`src/rtl/sensor_responder.sv`:
```
// sensor_responder: sensor-side UART endpoint that decodes {addr, cmd} requests
// and answers matching requests with {addr, payload, checksum}.
module sensor_responder #(
    parameter int         CLKS_PER_BIT = 434,
    parameter logic [7:0] SENSOR_ADDR  = 8'h01,
    parameter int         BYTE_TIMEOUT = 5000,
    parameter int         RESP_GAP     = 16
) (
    input  logic       clock,
    input  logic       reset,
    input  logic       rx,
    input  logic [7:0] sensor_data,
    input  logic       sensor_valid,
    output logic       tx,
    output logic       busy,
    output logic       frame_err
);
    localparam int HALF = CLKS_PER_BIT / 2;
    localparam int RW   = $clog2(CLKS_PER_BIT);
    localparam int M1   = BYTE_TIMEOUT > RESP_GAP ? BYTE_TIMEOUT : RESP_GAP;
    localparam int MAXC = M1 > CLKS_PER_BIT ? M1 : CLKS_PER_BIT;
    localparam int CW   = $clog2(MAXC + 1);

    typedef enum logic [1:0] {R_IDLE, R_START, R_DATA, R_STOP} rx_phase_t;
    typedef enum logic [2:0] {IDLE, RX_ADDR, RX_CMD, CHECK, GAP, TX_ADDR, TX_DATA, TX_SUM} state_t;

    logic rx_s1_q, rx_s2_q, rx_prev_q;
    rx_phase_t rph_q, rph_d;
    logic [RW-1:0] rcnt_q, rcnt_d;
    logic [2:0] rbit_q, rbit_d;
    logic [7:0] shift_q, shift_d;
    state_t state_q, state_d;
    logic [CW-1:0] cnt_q, cnt_d;
    logic [3:0] tbit_q, tbit_d;
    logic match_q, match_d;
    logic [7:0] payload_q, payload_d;
    logic tx_q, tx_d, err_q, err_d;
    logic rx_en, start_ok, byte_done, stop_err;
    logic [7:0] tbyte;
    logic [9:0] frame;

    always_ff @(posedge clock) begin
        if (reset) begin
            rx_s1_q   <= 1'b1;
            rx_s2_q   <= 1'b1;
            rx_prev_q <= 1'b1;
            rph_q     <= R_IDLE;
            rcnt_q    <= '0;
            rbit_q    <= '0;
            shift_q   <= '0;
            state_q   <= IDLE;
            cnt_q     <= '0;
            tbit_q    <= '0;
            match_q   <= 1'b0;
            payload_q <= '0;
            tx_q      <= 1'b1;
            err_q     <= 1'b0;
        end else begin
            rx_s1_q   <= rx;
            rx_s2_q   <= rx_s1_q;
            rx_prev_q <= rx_s2_q;
            rph_q     <= rph_d;
            rcnt_q    <= rcnt_d;
            rbit_q    <= rbit_d;
            shift_q   <= shift_d;
            state_q   <= state_d;
            cnt_q     <= cnt_d;
            tbit_q    <= tbit_d;
            match_q   <= match_d;
            payload_q <= payload_d;
            tx_q      <= tx_d;
            err_q     <= err_d;
        end
    end

    // Byte receiver; only listens while a request may still arrive (half duplex).
    always_comb begin
        rx_en     = state_q == IDLE || state_q == RX_ADDR || state_q == RX_CMD;
        start_ok  = 1'b0;
        byte_done = 1'b0;
        stop_err  = 1'b0;
        rph_d     = rph_q;
        rcnt_d    = rcnt_q + 1'b1;
        rbit_d    = rbit_q;
        shift_d   = shift_q;
        if (!rx_en) begin
            rph_d = R_IDLE;
        end else begin
            case (rph_q)
                R_IDLE: begin
                    rcnt_d = '0;
                    rph_d  = rx_prev_q && !rx_s2_q ? R_START : R_IDLE;
                end
                R_START: if (rcnt_q == RW'(HALF - 1)) begin
                    rcnt_d   = '0;
                    rbit_d   = '0;
                    start_ok = !rx_s2_q;
                    rph_d    = rx_s2_q ? R_IDLE : R_DATA;
                end
                R_DATA: if (rcnt_q == RW'(CLKS_PER_BIT - 1)) begin
                    rcnt_d  = '0;
                    shift_d = {rx_s2_q, shift_q[7:1]};
                    rbit_d  = rbit_q + 1'b1;
                    rph_d   = rbit_q == 3'd7 ? R_STOP : R_DATA;
                end
                default: if (rcnt_q == RW'(CLKS_PER_BIT - 1)) begin
                    byte_done = rx_s2_q;
                    stop_err  = !rx_s2_q;
                    rph_d     = R_IDLE;
                end
            endcase
        end
    end

    always_comb begin
        state_d   = state_q;
        cnt_d     = cnt_q + 1'b1;
        tbit_d    = tbit_q;
        match_d   = match_q;
        payload_d = payload_q;
        err_d     = 1'b0;
        case (state_q)
            IDLE: state_d = start_ok ? RX_ADDR : IDLE;
            RX_ADDR: begin
                if (stop_err) begin
                    state_d = IDLE;
                    err_d   = 1'b1;
                end else if (byte_done) begin
                    state_d = RX_CMD;
                    cnt_d   = '0;
                    match_d = shift_q == SENSOR_ADDR;
                end
            end
            RX_CMD: begin
                if (rph_q == R_DATA || rph_q == R_STOP) cnt_d = cnt_q;
                if (stop_err) begin
                    state_d = IDLE;
                    err_d   = 1'b1;
                end else if (byte_done) begin
                    state_d = CHECK;
                end else if ((rph_q == R_IDLE || rph_q == R_START) && !start_ok
                             && cnt_q == CW'(BYTE_TIMEOUT - 1)) begin
                    state_d = IDLE;
                    err_d   = 1'b1;
                end
            end
            CHECK: begin
                cnt_d     = '0;
                payload_d = shift_q == 8'h00 ? (sensor_valid ? sensor_data : 8'hFF) : {7'b0, sensor_valid};
                state_d   = !match_q ? IDLE : shift_q <= 8'h01 ? GAP : IDLE;
                err_d     = match_q && shift_q > 8'h01;
            end
            GAP: if (cnt_q == CW'(RESP_GAP - 2)) begin
                state_d = TX_ADDR;
                cnt_d   = '0;
                tbit_d  = '0;
            end
            TX_ADDR, TX_DATA, TX_SUM: if (cnt_q == CW'(CLKS_PER_BIT - 1)) begin
                cnt_d  = '0;
                tbit_d = tbit_q == 4'd9 ? 4'd0 : tbit_q + 1'b1;
                if (tbit_q == 4'd9)
                    state_d = state_q == TX_ADDR ? TX_DATA : state_q == TX_DATA ? TX_SUM : IDLE;
            end
            default: state_d = IDLE;
        endcase
        tbyte = state_d == TX_ADDR ? SENSOR_ADDR : state_d == TX_DATA ? payload_d : SENSOR_ADDR + payload_d;
        frame = {1'b1, tbyte, 1'b0};
        tx_d  = (state_d == TX_ADDR || state_d == TX_DATA || state_d == TX_SUM) ? frame[tbit_d] : 1'b1;
    end

    assign tx        = tx_q;
    assign busy      = state_q != IDLE;
    assign frame_err = err_q;
endmodule
```
`config.mk`:
```
export PLATFORM = sky130hd
export DESIGN_NAME = sensor_responder
export DESIGN_NICKNAME = d
export VERILOG_FILES = /design/src/rtl/sensor_responder.sv
export SDC_FILE = /design/constraint.sdc
export NUM_CORES = 1
export LEC_CHECK = 0
export BUFFER_PORTS_ARGS = -buffer_cell sky130_fd_sc_hd__buf_2
export CAP_MARGIN = 30
export CORE_ASPECT_RATIO = 1.5
export CORE_UTILIZATION = 55
export DETAILED_ROUTE_END_ITERATION = 6
export PLACE_DENSITY = 0.7
export REMOVE_ABC_BUFFERS = 1
export SKIP_LAST_GASP = 1
export SYNTH_ARGS = -nofsm -noshare
export SYNTH_HDL_FRONTEND = slang
export SYNTH_SLANG_ARGS = --single-unit
```
`constraint.sdc`:
```
create_clock -name clock -period 4.9 [get_ports clock]
set_input_delay 0 -clock clock [delete_from_list [all_inputs] [get_ports clock]]
set_output_delay 0 -clock clock [all_outputs]
set_load 0.05 [all_outputs]
```
After elaboration in Yosys (flattened, before gate mapping)
Index checks and enable logic that the tools add are counted.

word-level totals
  register bits = 56
  output and inout port bits = 3
  word-level logic and storage cells = 134

cells by class
  add/subtract/negate cells = 5
  order comparisons = 3
  equality and inequality tests = 24
  multiplexer cells = 59
  bitwise operators = 3
  reductions and logical operators = 26

operators with widths
  cell                                                                              count
  13-bit 2-to-1 mux                                                                 5
  13-bit one-hot mux with 5 select lines                                            1
  3-bit 2-to-1 mux                                                                  14
  8-bit 2-to-1 mux                                                                  5
  9-bit 2-to-1 mux                                                                  3
  9-bit one-hot mux with 3 select lines                                             1
  3-bit equality test, second input constant                                        8
  3-bit one-hot mux with 6 select lines                                             1
  1-bit 2-to-1 mux                                                                  17
  13-bit by 1-bit adder with 13-bit output, second input constant                   1
  13-bit equality test, second input constant                                       1
  13-bit by 4-bit equality test with 1-bit output, second input constant            1
  13-bit by 9-bit equality test with 1-bit output, second input constant            1
  4-bit 2-to-1 mux                                                                  3
  9-bit by 1-bit adder with 9-bit output, second input constant                     1
  9-bit by 8-bit equality test with 1-bit output, second input constant             1
  9-bit equality test, second input constant                                        1
  3-bit AND reduction                                                               3
  1-bit by 8-bit adder with 8-bit output, first input constant                      1
  8-bit by 1-bit equality test with 1-bit output, second input constant             1
  8-bit by 1-bit > comparator with 1-bit output, second input constant              1
  8-bit by 1-bit less-or-equal comparator with 1-bit output, second input constant  1
  8-bit zero test                                                                   1
  2-bit 2-to-1 mux                                                                  4
  25 further kinds                                                                  43

Depth between registers and ports, before layout
Gate-level depths: netlist of the first run.

  depth after elaboration = 16
  depth in mapped cells = 11

Worst setup path after synthesis of the first run
OpenSTA, ideal clock, no wires.

  kind = register -> register
  start = reg cnt_q[6]
  end = reg tx_q, in the netlist tx
  library setup time = 132 ps
  arrival time = 2439 ps
  required time = 4768 ps
  slack = 2328 ps
  stages on the path, launching flop included = 9
  path buffers = 0
  period minus slack after synthesis = 2572 ps
  path through = dfxtp_1 or3_4 or4_4 o211ai_4 and4_4 a21bo_1 xnor2_2 o311ai_1 nand4_1

on the way
  cells in the longest elaborated chain, start to end = 11
  elaborated cells between the ends (all ways) = 24
  those cells by class = 6 x eq/ne; 13 x mux; 1 x bitwise; 4 x reduce/logical

ends and longest elaborated chain
  item                                                                          line      RTL
  from (decl)                                                                   33        logic [CW-1:0] cnt_q, cnt_d;
  from (signal assigned)                                                        67        cnt_q <= cnt_d;
  13-bit equality test                                                          142       && cnt_q == CW'(BYTE_TIMEOUT - 1)) begin
  1-bit logical AND                                                             142
  3-bit 2-to-1 mux                                                              141       end else if ((rph_q == R_IDLE || rph_q == R_START) && !start_ok
  3-bit 2-to-1 mux                                                              139       end else if (byte_done) begin
  3-bit 2-to-1 mux                                                              136       if (stop_err) begin
  3-bit one-hot mux with 6 select lines                                         122       case (state_q)
  3-bit equality test                                                           166, 168
  8-bit 2-to-1 mux or 1-bit logical OR (tied branches) (2 in a row)             166, 168
  1-bit binary-select mux with 4-bit select or 1-bit NOT (tied branches)        n/a
  1-bit 2-to-1 mux (not written as such) or 2-bit OR reduction (tied branches)  n/a
  to (signal assigned)                                                          71        tx_q <= tx_d;
  to (decl)                                                                     37        logic tx_q, tx_d, err_q, err_d;

Parallel ways exist; a longest one is shown, timed or not. The select of a mux whose other input is x is not followed.
A chain may end at the register's enable or synchronous reset.

Worst setup path in the final report of the first run
Same ends and word-level chain as after synthesis.

==> results of run 1 <==
stage by stage:
step                      cell area [sq um]  hold WS, ns  utilization (%)  setup WS [ns]
final                                  3510        0.101             60.6           2.16
after global routing                   3510        0.120             60.6           1.87
after CTS                              3510       0.0987             60.6           2.15
after detailed placement               3410        0.185             58.9           2.17
after global placement                 3410        0.181             58.9           2.20
after floorplan                        3240       0.0691                -           2.33
synth_stat cells, drive strengths merged (7+ instances only):
master,instances
nor2,63
dfxtp,56
nand2,37
nand3,19
a21oi,15
clkbuf,13
inv,13
xnor2,13
xor2,13
ha,11
nor4,11
mux2i,10
nor3,10
o21ai,9
nand4,7
or2,7
worst min-delay path by stage:
stage | startpoint | endpoint | slack, ns | depth (start not counted)
finish | sensor_data[1] | payload_q[1] | 0.10 | 4
global route | sensor_data[1] | payload_q[1] | 0.12 | 4
CTS | sensor_data[4] | payload_q[4] | 0.1 | 4
detailed placement | rx | rx_s1_q | 0.19 | 2
global placement | rx | rx_s1_q | 0.18 | 2
floorplan | reset | payload_q[2] | 0.07 | 1
cell type report:
type	count	area (sq um)
Fill cell	560	2280
Multi-Input combinational cell	311	2070
Sequential cell	56	1120
Tap cell	72	90.1
Timing Repair Buffer	16	87.6
Clock buffer	5	68.8
Inverter	14	52.6
Clock inverter	3	21.3
sequential cells by signal, indices dropped and copies added, names as in the netlist, 2 cells and up:
name,flops
shift_q,8
state_q,3
rbit_q,3
rcnt_q,9
cnt_q,13
payload_q,8
rph_q,2
tbit_q,4
power breakdown:
| part | switching (mW) | total, mW | internal (mW) | leakage, nW |
|---|---|---|---|---|
| Combinational | 0.0254 | 0.0448 | 0.0194 | 0.869 |
| Sequential | 0.00722 | 0.468 | 0.460 | 0.453 |
| Clock | 0.155 | 0.257 | 0.102 | 0.0445 |
| Total | 0.188 | 0.770 | 0.582 | 1.37 |
worst register-to-register path, cell delays in order, from the launching register on:
cell,delay (ns)
dfxtp_1,0.36
or3_4,0.45
or4_4,0.56
o211ai_4,0.25
and4_4,0.28
a21bo_1,0.23
xnor2_2,0.13
o311ai_1,0.24
nand4_1,0.12
routing by layer:
layer	share of wire [%]	up-vias
li1	-	1440
met1	42	1306
met2	53	50
met3	2.9	16
met4	2.3	0
met5	0	-
logic make-up (layout without fill, tap and decap cells):
| family | count (synthesis) | in the layout | synth area share (%) |
|---|---|---|---|
| compound gates | 67 | 67 | 15.7 |
| mux | 11 | 11 | 3.49 |
| simple gates | 196 | 196 | 32.1 |
| flops | 56 | 56 | 34.0 |
| xor+xnor | 26 | 26 | 7.13 |
| fa+ha+maj | 11 | 11 | 4.17 |
| buf+inv | 29 | 38 | 3.38 |
==> impl_metrics.ini, run 1 <==
[outcome]
run_status = completed

[timing]
drv_slew = 0
rsz0062_at_grt = false
worst_clock_skew_ns = 0.0110
period_needed_ns = 2.74
hold_viol = 0
worst-slew-pin-transition_ns = 0.682
fmax_mhz = 365
min_period_over_period_pct = 55.9
setup-tns-final_ns = 0
setup_viol = 0
relSlewSlack_pct = 54.1

[synthesis]
seq_area_frac_synth_pct = 34.0
avgSynthCellArea_sq_um = 8.33
ys.flop_type = dfxtp_1
ys.warnings.count = 0
yosys.area.top_type = dfxtp_1
synth.area.top_cells = dfxtp_1, nor2_1, nand2_1
synthArstFlopShare_pct = 0
synth_edf_count = 0
syn_area_sq_um = 3300
yosys.area.top_type_share_pct = 34.0
ys_ff_latch = 56
synthCells = 396
synth.distinct_cells = 69

[global_route]
grt_pass1_vias = 2706
grt_usage_pct = 22.9
met2_usage_pct = 42.7
grt_pass1_wl_mm = 11.7
grt_use_met3_pct = 3.18
grt_antenna_before_repair = 0
grt-busiest-layer = met2
met1_usage_pct = 25.3
grt_max_degree = 37
gr-total-overflow = 0

[floorplan]
fp.dieW_microns = 65.2
initial_utilization_pct = 57.0
placementRows = 34
io-pin-count = 15
die_h_microns = 96.8
dieArea_sq_um = 6320
core-area_sq_um = 5790

[placement]
dp.cells = 468
place.gp.congestion = 0.864
hpwl_mm = 5.18
io_buffers = 14

[worst_setup_path]
path_depth = 8
slowest_stage = or4_4
worst_r2r_endpoint = tx
cp_max_fo = 7
worst-r2r-cell-count = 8
critPathArrivalTime_ns = 2.92
cp-start-kind = register
required_ns = 5.08
slowest_delay_ns = 0.56
worstPathCellList = or3_4 -> or4_4 -> o211ai_4 -> and4_4 -> a21bo_1 -> xnor2_2 -> o311ai_1 -> nand4_1
cp-endpoint = tx
startpoint = cnt_q[6]
critPathTopFamily = simple AND/OR/NAND/NOR gates
critPathKind = register to register
r2r_slack_ns = 2.16
crit_path_end_kind = register
worst-path-buf-inv = 0
rr_startpoint = cnt_q[6]

[clocking]
cts_sinks = 56
post_cts_buffers = 0
cts_resized = 0
clockBufferDepth = 2
postCtsHoldBufs = 1
root_buffer = clkbuf_8
cts_tree = built
cts_buffers = 5
clk_latency_ns = 0.32
htreeDepth = 2
clk_pin_slew_ns = 0.11

[run]
maxCapViolCount = 0

[pwr]
p_leak_nw = 1.37
power_density_nw_per_um2 = 219
power_uw = 770
ir_worst_vdd_uv = 160

[worst_hold_path]
hold_class = input port to register

[finish]
drive_above_1_share_pct = 11.4
antennaDiodeCount = 0
fin_nets = 427
final_common_cell = nor2_1
mostFrequentLayoutCells = nor2_1, dfxtp_1, nand2_1
area_delta_synth_final_pct = 6.34
final_cell_count_no_fill = 477

[route]
drtIter0Drc = 102
antenna_left = 0
first_pass_iters = 4
wl_mm = 6.88
vias_per_cell = 5.90
vias = 2812
drc_errors = 0
wl_per_cell_microns = 14.4
No activity file was read; power rests on OpenSTA's default activity.
==> run 2, diff against run 1 <==
--- a/config.mk
+++ b/config.mk
@@ -10,7 +10,7 @@
 export CORE_ASPECT_RATIO = 1.5
 export CORE_UTILIZATION = 55
 export DETAILED_ROUTE_END_ITERATION = 6
-export PLACE_DENSITY = 0.7
+export PLACE_DENSITY = 0.73
 export REMOVE_ABC_BUFFERS = 1
 export SKIP_LAST_GASP = 1
 export SYNTH_ARGS = -nofsm -noshare
==> constraint.sdc (replaced) <==
create_clock -name clock -period 2.25 [get_ports clock]
set_input_delay 0 -clock clock [delete_from_list [all_inputs] [get_ports clock]]
set_output_delay 0 -clock clock [all_outputs]
set_load 0.05 [all_outputs]
==> impl_metrics.ini, run 2 (synthesized netlist as in run 1, its figures left out) <==
[timing]
hold_viol = 0
worst-slew-pin-transition_ns = 0.640
relSlewSlack_pct = 57.3
rsz0062_at_grt = true
period_needed_ns = 2.61
drv_slew = 0
min_period_over_period_pct = 116
worst_clock_skew_ns = 0.00768
setup_viol = 2
worst_slack_ns = -0.356
fmax_mhz = 384

[worst_setup_path]
r2r_slack_ns = -0.36
rr_startpoint = cnt_q[9]
worstPathCellList = buf_4 -> or4_4 -> nor4_4 -> buf_4 -> nor2b_1 -> a221oi_4 -> nand3_1 -> a2111o_1 -> nand4_1
slowest_delay_ns = 0.54
cp_max_fo = 4
critPathTopFamily = simple AND/OR/NAND/NOR gates
slowest_stage = or4_4
path_depth = 9
critPathKind = register to register
worst-r2r-cell-count = 9
required_ns = 2.51
critPathArrivalTime_ns = 2.87
startpoint = cnt_q[9]
crit_top_cell = buf_4
worst-path-buf-inv = 2
worst_r2r_endpoint = tx
crit_path_end_kind = register
cp-start-kind = register

[run]
maxCapViolCount = 0

[finish]
final_common_cell = buf_4
multi_input_area_sq_um = 2240
largest_register = cnt_q
top_regs = cnt_q (13), rcnt_q (9)
largest_register_ffs = 13
mostFrequentLayoutCells = buf_4, nor2_1, dfxtp_1
drive_above_1_share_pct = 31.4
fillers = 417
antennaDiodeCount = 0
ff_latch_area_sq_um = 1130
area_delta_synth_final_pct = 32.1
fin_nets = 513
final_cell_count_no_fill = 563

[global_route]
grt_max_degree = 37
grt_pass1_wl_mm = 13.8
grt_antenna_before_repair = 0
gr-total-overflow = 0
grt_usage_pct = 27.4
grt_pass1_vias = 3168

[pwr]
power_frac_seq_pct = 57.4
p_leak_nw = 1.83
ir_worst_vdd_uv = 298
power_density_nw_per_um2 = 406
power_mw = 1.77
swShare_pct = 25.7
combPwrFrac_pct = 9.5
p_sw_uw = 455
intPower_mw = 1.31
clkPwrFrac_pct = 33.1

[floorplan]
fp.dieW_microns = 65.2
placementRows = 34
dieArea_sq_um = 6320
die_h_microns = 96.8
io-pin-count = 15
initial_utilization_pct = 57.0
core-area_sq_um = 5790

[clocking]
htreeDepth = 2
cts_tree = built
clk_latency_ns = 0.32
cts_sinks = 56
cts_buffers = 5
root_buffer = clkbuf_8
clockBufferDepth = 2
clk_pin_slew_ns = 0.10

[route]
drc_errors = 0
vias_per_cell = 5.89
drtIter0Drc = 183
first_pass_iters = 4
wl_per_cell_microns = 15.5
antenna_left = 0
wl_mm = 8.72
vias = 3317

[worst_hold_path]
min_to = payload_q[7]
hold_depth = 4
hp-start = sensor_data[7]
hold_class = input port to register

[outcome]
failed_checks = setup timing
run_status = finished with violations

[placement]
io_buffers = 14
hpwl_mm = 6.12
place.gp.congestion = 0.890
dp.cells = 552
[run 2: cell types whose count changed in the layout (fill, tap and decap cells not counted), sizes merged]
cell	delta
buf	+86
clkinv	-2
clkinvlp	+2
[run 2: area by class of cell]
type | count | area share (%)
inverters | 14 | 1.29
well taps | 72 | 2.07
flip-flops and latches | 56 | 25.9
repair buffers | 102 | 17.2
clock buffers | 5 | 1.58
multi-input cells | 311 | 51.4
clock inverters | 3 | 0.603
[run 2: worst reg2reg max path, delay by kind of cell, from the launching register on]
kind / cells / cell delay, ns
buf+inv: 2 / 0.33
simple gates: 5 / 1.18
flops: 1 / 0.34
compound gates: 2 / 0.70
[run 2: worst max-delay path by stage]
stage                     end  slack, ns
final                      tx      -0.36
after detailed placement   tx      -0.35
after global routing       tx      -0.52
after CTS                  tx      -0.27
after global placement     tx      -0.30
after floorplan            tx      -0.32
[run 2: what timing repair did]
item,CTS,global route
cloned,0,1
hold buffers,1,0
pin swaps,4,8
hold endpoints to repair,1,0
gates resized for setup,7,34
setup buffers,1,1
setup endpoints to repair,4,30
[run 2: per-layer routing]
layer	track usage, %	vias to the layer above	wire, microns
met5	0	-	0
met4	15.1	0	421
met3	3.89	40	269
met2	49.8	93	4730
met1	28.9	1572	3300
li1	-	1612	-
[run 2: per-stage QoR]
step	hold WS, ns	worst slack (ns)	cell area, sq um	TNS, ns	utilization, %
2_1_floorplan	0.0691	-0.322	3240	-0.945	-
3_3_place_gp	0.182	-0.304	4040	-0.360	69.8
3_5_place_dp	0.190	-0.353	4040	-0.404	69.8
4_1_cts	0.116	-0.272	4200	-0.304	72.5
5_1_grt	0.157	-0.516	4360	-1.33	75.3
6_report	0.105	-0.356	4360	-0.438	75.3
[run 2: power by group through the flow]
stage | sequential, mW | combinational, mW | clock (mW)
after CTS | 1.01 | 0.145 | 0.601
after global placement | 1.03 | 0.132 | 0
after global routing | 1.02 | 0.180 | 0.643
final | 1.02 | 0.167 | 0.585
after detailed placement | 1.03 | 0.135 | 0
after floorplan | 1.04 | 0.0621 | 0
